<file path="config.mk">
export PLATFORM = sky130hd
export DESIGN_NAME = ras
export DESIGN_NICKNAME = d
export VERILOG_FILES = /design/src/rtl/ras.sv
export SDC_FILE = /design/constraint.sdc
export NUM_CORES = 2
export LEC_CHECK = 0
export BUFFER_PORTS_ARGS = -buffer_cell sky130_fd_sc_hd__buf_2
export CAP_MARGIN = 15
export CORE_MARGIN = 2
export CORE_UTILIZATION = 60
export DETAILED_ROUTE_END_ITERATION = 10
export PLACE_DENSITY = 0.75
export SLEW_MARGIN = 30
export SYNTH_ARGS = -nofsm -noshare
export SYNTH_HDL_FRONTEND = slang
export SYNTH_SLANG_ARGS = --single-unit
</file>
<file path="constraint.sdc">
create_clock -name clk -period 38.5 [get_ports clk]
set_clock_uncertainty 0.15 [all_clocks]
set_input_delay 1.925 -clock clk [delete_from_list [all_inputs] [get_ports clk]]
set_output_delay 1.925 -clock clk [all_outputs]
set_load 0.005 [all_outputs]
</file>
<file path="src/rtl/ras.sv">
// Return address stack for the fetch stage: a speculative stack driven by
// BTB call/return predictions, restored on flush from a commit-time stack.
package ras_pkg;
    typedef enum logic [1:0] {
        BRTYPE_NONE = 2'd0,
        BRTYPE_JUMP = 2'd1,
        BRTYPE_CALL = 2'd2,
        BRTYPE_RET  = 2'd3
    } BrInstType_t;
endpackage

module ras
    import ras_pkg::*;
#(
    parameter int ADDR       = 32,
    parameter int RAS_D      = 8,
    parameter int INST_BYTES = 4
) (
    input  logic              clk,
    input  logic              reset,
    input  logic              pred_valid,
    input  logic [ADDR-1:0]   pc,
    input  logic              btb_hit,
    input  BrInstType_t       btb_type,
    output logic              ras_hit,
    output logic [ADDR-1:0]   ras_addr,
    input  logic              jump_commit_,
    input  logic              jump_call_,
    input  logic              jump_return_,
    input  logic [ADDR-1:0]   com_pc,
    input  logic              flush_,
    output logic              ras_empty
);

    localparam int PW = $clog2(RAS_D);
    localparam logic [ADDR-1:0] IB = ADDR'(INST_BYTES);
    localparam logic [PW:0] FULL = (PW+1)'(RAS_D);

    logic [ADDR-1:0] spec_buf_q [RAS_D];
    logic [ADDR-1:0] spec_buf_d [RAS_D];
    logic [PW-1:0]   spec_sp_q, spec_sp_d;
    logic [PW:0]     spec_cnt_q, spec_cnt_d;

    logic [ADDR-1:0] com_buf_q [RAS_D];
    logic [ADDR-1:0] com_buf_d [RAS_D];
    logic [PW-1:0]   com_sp_q, com_sp_d;
    logic [PW:0]     com_cnt_q, com_cnt_d;

    logic [ADDR-1:0] com_ret;
    logic [ADDR-1:0] spec_ret;

    assign com_ret  = com_pc + IB;
    assign spec_ret = pc + IB;

    assign ras_addr  = spec_buf_q[spec_sp_q - 1'b1];
    assign ras_empty = (spec_cnt_q == '0);
    assign ras_hit   = pred_valid & btb_hit
                     & (btb_type == BRTYPE_RET) & ~ras_empty;

    // Commit stack next state from the architectural jump history.
    always_comb begin
        com_buf_d = com_buf_q;
        com_sp_d  = com_sp_q;
        com_cnt_d = com_cnt_q;
        if (!jump_commit_) begin
            unique case ({jump_return_, jump_call_})
                2'b10: begin
                    com_buf_d[com_sp_q] = com_ret;
                    com_sp_d = com_sp_q + 1'b1;
                    if (com_cnt_q != FULL) com_cnt_d = com_cnt_q + 1'b1;
                end
                2'b01: begin
                    if (com_cnt_q != '0) begin
                        com_sp_d  = com_sp_q - 1'b1;
                        com_cnt_d = com_cnt_q - 1'b1;
                    end
                end
                2'b00: begin
                    if (com_cnt_q == '0) begin
                        com_buf_d[com_sp_q] = com_ret;
                        com_sp_d  = com_sp_q + 1'b1;
                        com_cnt_d = com_cnt_q + 1'b1;
                    end else begin
                        com_buf_d[com_sp_q - 1'b1] = com_ret;
                    end
                end
                default: ;
            endcase
        end
    end

    // Speculative stack next state: flush restores from commit, else predict.
    always_comb begin
        spec_buf_d = spec_buf_q;
        spec_sp_d  = spec_sp_q;
        spec_cnt_d = spec_cnt_q;
        if (!flush_) begin
            spec_buf_d = com_buf_d;
            spec_sp_d  = com_sp_d;
            spec_cnt_d = com_cnt_d;
        end else if (pred_valid && btb_hit) begin
            if (btb_type == BRTYPE_CALL) begin
                spec_buf_d[spec_sp_q] = spec_ret;
                spec_sp_d = spec_sp_q + 1'b1;
                if (spec_cnt_q != FULL) spec_cnt_d = spec_cnt_q + 1'b1;
            end else if (btb_type == BRTYPE_RET && spec_cnt_q != '0) begin
                spec_sp_d  = spec_sp_q - 1'b1;
                spec_cnt_d = spec_cnt_q - 1'b1;
            end
        end
    end

    // Register both stacks; reset clears everything asynchronously.
    always_ff @(posedge clk or posedge reset) begin
        if (reset) begin
            for (int i = 0; i < RAS_D; i++) begin
                spec_buf_q[i] <= '0;
                com_buf_q[i]  <= '0;
            end
            spec_sp_q  <= '0;
            spec_cnt_q <= '0;
            com_sp_q   <= '0;
            com_cnt_q  <= '0;
        end else begin
            spec_buf_q <= spec_buf_d;
            spec_sp_q  <= spec_sp_d;
            spec_cnt_q <= spec_cnt_d;
            com_buf_q  <= com_buf_d;
            com_sp_q   <= com_sp_d;
            com_cnt_q  <= com_cnt_d;
        end
    end

endmodule

</file>
# [Yosys cells after proc, flatten, opt, wreduce, memory -nomap -nowiden]
# Cells that the tools add are included.
[totals] register_bits=526 inputBits=74 out_inout_bits=34 word_cells=104
[op_classes] add_sub_neg=10 n_lt_le_gt_ge=7 n_eq_ne=10 mux=36 bitwise=8 reduce_logical=13
[ops] op="$mux W256" count=5
[ops] op="$bwmux W256" count=3
[ops] op="$pmux W256 S2" count=1
[ops] op="$demux W32 S3" count=3
[ops] op="$mux W32" count=5
[ops] op="$bmux W32 S3" count=1
[ops] op="$add A32 B3 Y32 const B" count=2
[ops] op="$mux W4" count=9
[ops] op="$mux W3" count=7
[ops] op="$ge A4 B4 Y1 const B" count=4
[ops] op="$not A3 Y4" count=4
[ops] op="$lt A4 B1 Y1 const B" count=3
[ops] op="$pmux W4 S3" count=1
[ops] op="$pmux W3 S3" count=1
[ops] op="$add A4 B1 Y4 const B" count=2
[ops] op="$logic_not A4 Y1" count=2
[ops] op="$ne A4 B4 Y1 const B" count=2
[ops] op="$reduce_bool A4 Y1" count=2
[ops] op="$sub A4 B1 Y4 const B" count=2
[ops] op="$add A3 B1 Y3 const B" count=2
[ops] op="$eq A2 B2 Y1 const B" count=3
[ops] op="$sub A3 B1 Y3 const B" count=2
[ops] op="$logic_and A1 B1 Y1" count=5
[ops] op="$ne A2 B1 Y1 const B" count=2
[ops] op="8 further kinds" count=11

# [Logic depth before layout (Yosys ltp)]
[logic_depth] depth_word=11 mapped_depth=12 mapped_depth_nobuf=9

# [Worst setup path after synthesis]
# No wires, ideal clock.
[synth_timing] path_kind="register to output" from="reg spec_sp_q[0]" to="out ras_addr[19]" t_arrival_ns=2.337 required_time_ns=36.425 setup_slack_ns=34.088 stages_incl_launch_ff=7 path_buffers=2 cell_sequence="dfrtp_1 clkbuf_1 inv_1 ha_1 clkbuf_1 mux4_2 mux2_2"
[synth_via] elab_chain_len=5
[synth_lines] item="start: declaration" line_no="41" rtl="logic [PW-1:0] spec_sp_q, spec_sp_d;"
[synth_lines] item="start signal: assignment" line_no="126" rtl="spec_sp_q <= spec_sp_d;"
[synth_lines] item="$sub A3 B1 Y3" line_no="55" rtl="assign ras_addr = spec_buf_q[spec_sp_q - 1'b1];"
[synth_lines] item="$not A3 Y4 (not written as such)" line_no="55"
[synth_lines] item="$bmux W32 S3" line_no="55"
[synth_lines] item="$mux W32 (not written as such) (2 in series)" line_no="55"
[synth_lines] item="end: declaration" line_no="26" rtl="output logic [ADDR-1:0] ras_addr,"
# Every way passes these cells. The select of a mux whose other input is x is not followed.

# [Worst setup path in the final report]
[layout_timing] from="reg spec_sp_q[0]" to="out ras_addr[25]"
# Same word-level chain as after synthesis.

==> results by stage <==
Detailed routing:
- Dividing the detail-routed wire length by the instance count gives 27.1 microns.
- The number of DRC markers in iteration 0 is 2407.
- The total iterations of the first detailed-routing run is 6.
- Across all layers, the routed design uses approximately 21000 vias.
- Once detail routing completed, the nets flagged for antenna violations numbered 0.
- Using the TritonRoute via totals, the vias-per-cell ratio works out to 6.96.
- The routed design has 81800 microns of wire.
- The number of DRC violations after detailed routing is 0.

Clocking:
- The CTS buffer count is 54.
- The count of hold buffers inserted by post-cts repair is 0.
- Clock tree synthesis found a total of around 530 sinks.
- The clock input transition at the sequential cells of the worst setup and hold paths is 60 ps.
- The clock tree root buffer cell is clkbuf_16.
- Post-CTS repair changed the size of 0 cells.
- The clock latency on the worst-skew pair is roughly 610 ps.
- TritonCTS built the clock tree.
- No sink is reached through more buffers than the 3 on the longest clock path.
- The number of levels in the clock H-tree is 2.
- Once the clock tree was built, the setup fixing pass inserted 0 buffers.

Timing:
- The final total negative setup slack is 0 ps.
- The count of endpoints failing hold in the final timing report is 0.
- Setup repair after global routing left no endpoint under its margin.
- The portion of the clock cycle consumed by the worst path in the final layout is around 16%.
- The peak clock frequency supported by timing is 160 MHz.
- The count of pins over their slew limit is 0.
- The smallest clock period supported by the final layout is computed as 6270 ps.
- The headroom to the max-slew limit is between 20% and 30%.
- For the pin with the worst max-slew slack, the measured transition is around 1100 ps.
- The final worst setup slack is 32230 ps.
- The number of setup violations in the final report is 0.

Outcome:
- The flow ran to the end, and the final reports show no timing, DRC or antenna violations.

Setup path:
- The worst setup path is launched from a flip-flop.
- The largest fanout of any net on the critical path is 52.
- Counting cells, the worst reg-to-reg path comes to 7.
- The worst setup path is captured at an output port.
- The data required time of the critical path is approximately 36000 ps.
- The worst setup path category is flip-flop to output port.
- The startpoint identified for the worst register-to-register timing path is spec_sp_q[0].
- For flop-to-flop paths, the worst setup slack is around 34000 ps.
- The destination of the worst register-to-register timing path is spec_buf_q[215].
- The worst endpoint data arrival time is 4190 ps.
- Tracing the worst setup path back leads to its startpoint at spec_sp_q[0].

Synthesis:
- The synthesis-stage register bit count is 526.
- Yosys printed 0 warnings.
- The cell count after synthesis is 2411.
- The synthesized netlist occupies a cell area of ~0.025 sq mm.
- The total nets after synthesis is 2496.
- The number of flops mapped to enable cells by yosys is 0.
- After synthesis, the share of flip-flops with an asynchronous set or reset is 100%.
- The most instantiated flip-flop cell in the synthesis netlist is dfrtp_1.
- A synthesized cell averages approximately 10 sq um.
- After synthesis, the netlist uses 72 different library cells.
- The post-synthesis sequential area ratio is 52.1%.

Placement:
- Before CTS, the worst setup slack after placement is 32750 ps.
- The HPWL after detailed placement is 50100 microns.
- The count of port buffers added during placement is around 110.
- The placer congestion estimate is roughly 0.92.

Min path:
- The sink of the worst hold path is com_buf_q[67].
- The path class of the tightest hold or removal check is flip-flop to flip-flop.
- The source of the worst hold timing path is com_buf_q[67].
- The hold-critical path depth is 2.

Floorplanning:
- Once the floorplan was initialized, standard cells occupied 60.5% of the core.
- The number of top-level design ports is 108.
- Measured along the y axis, the die boundary spans 209 microns.
- The die outline width is 209 microns.
- The area of the core is 0.0418 sq mm.
- The area enclosed by the die boundary is 0.0438 sq mm.
- The floorplan has 75 rows.

GRT:
- The number of antenna violations at the first check in global routing came to 1.
- The pin count of the biggest net entering global routing is 122.
- The final global-route overflow total is 0.
- Global routing used 37.9% of the available tracks across all layers.
- The first global-routing pass estimated around 120000 microns of wire.
- The number of global-route vias before repair is 20800.

Power:
- The design draws 2.49 mW.
- Summed over all cells, the static leakage comes to 12.1 nW.
- The cell area power density is slightly below 90 mW/mm^2.
- Across the VDD grid, the largest voltage drop is 0.0509 mV.

Final layout:
- The post-route netlist has around 17% of its cells at a drive strength greater than 1.
- The net count of the finished layout is 2516.
- The layout has 3125 filler cells.
- The layout overhead on the synthesized area is 11.5%.

Job:
- The count of maximum capacitance violations is 0.
==> placed cells by master (no fill, tap or decap), types with 11 or more instances in the layout <==
cell,instances
a211o_1,33
nand3_1,31
inv_1,27
nor4_1,13
clkinv_2,14
and2_1,11
a22o_1,12
dfrtp_1,525
and3_1,17
clkbuf_16,55
o22a_1,20
a21oi_1,252
a21oi_2,16
o221ai_1,11
a21o_1,34
and4_1,11
mux2_2,59
mux4_2,64
nor2_1,372
buf_4,35
a221o_1,124
o21ai_1,29
nor2b_1,13
nand4_1,25
o211ai_1,31
o21ai_0,64
nand2_1,189
o21a_1,11
nor3_1,19
buf_2,106
a211oi_1,18
xnor2_1,28
xor2_1,34
==> cells by family (layout without fill, tap and decap cells) <==
kind of cell,count (synthesis),after routing,synth area share [%]
XOR/XNOR,74,74,2.60
other,0,1,0
AND/OR/NAND/NOR,738,738,12.7
multiplexers,126,126,8.45
AO/OA/AOI/OAI,721,721,19.9
adder cells (fa/ha/maj),11,11,0.575
flip-flops,526,526,52.1
buffers and inverters,215,278,3.65
==> report_power, final <==
part	internal [mW]	total [mW]	switching, mW
clock network	0.328	0.554	0.226
registers	0.823	0.977	0.154
logic	0.455	0.960	0.504
total	1.61	2.49	0.885
==> worst max-delay path by stage <==
stage	slack, ps	end	cells after the start
after floorplan	21730	com_buf_q[0]	1
after global placement	32840	com_buf_q[167]	5
after detailed placement	32750	com_buf_q[155]	5
after CTS	32270	ras_addr[25]	6
after global routing	32170	ras_addr[25]	6
final	32230	ras_addr[25]	6
==> per-stage QoR <==
stage | area, sq um | hold slack, ps | util [%] | std cells
after floorplan | 25300 | 292 | - | 2411
after global placement | 26100 | 307 | 62.5 | 2910
after detailed placement | 26200 | 319 | 62.6 | 2912
after CTS | 28000 | 334 | 67.1 | 3011
after global routing | 28200 | 356 | 67.4 | 3014
final | 28200 | 333 | 67.4 | 3014
==> worst max-delay path, stage by stage (launching register included) <==
cell	delay, ps
dfrtp_4	940
inv_1	200
ha_4	500
buf_4	810
mux4_2	600
mux2_2	330
buf_2	140
==> flip-flops by register name, summed over array words and instances (netlist names) <==
signal and count:
com_buf_q 256, spec_buf_q 256, com_cnt_q 4, spec_cnt_q 4, com_sp_q 3, spec_sp_q 3
==> layer usage <==
metal	wire length [microns]	GRT usage (%)	vias to the layer above
li1	-	-	8837
met1	30600	51.5	10500
met2	37300	57.3	1377
met3	9660	9.11	276
met4	4170	19.8	0
met5	0	0	-
==> cell type report <==
type	count	area (sq um)	area share (%)
clock buffer	75	1550	5.51
timing repair buffer	149	921	3.27
sequential	526	13200	46.8
clock inverter	24	305	1.08
inverter	30	128	0.453
antenna	1	2.50	0.00889
multi-input combinational	1670	11400	40.5
tap	539	674	2.39
==> cell usage after synthesis, types with 14 or more instances <==
library cell  count  area share (%)
a21oi_2          19            0.66
nor2_1          374             5.6
inv_1            28            0.42
o22a_1           20            0.69
a211o_1          33             1.1
nand4_1          25            0.62
xor2_1           37             1.3
mux4_2           64             5.7
nor3_1           20            0.40
and3_1           17            0.42
a21o_1           35             1.0
clkbuf_1        117             1.7
nand3_1          31            0.61
o211ai_1         31            0.92
o21ai_1          30            0.59
xnor2_1          36             1.2
o21ai_0          64             1.3
nand2_1         194             2.9
a211oi_1         18            0.53
a21oi_1         253             5.0
buf_2            43            0.85
buf_1            14            0.21
dfrtp_1         526              52
a221o_1         124             4.9
mux2_2           59             2.6
No activity file was read; power rests on OpenSTA's default activity.
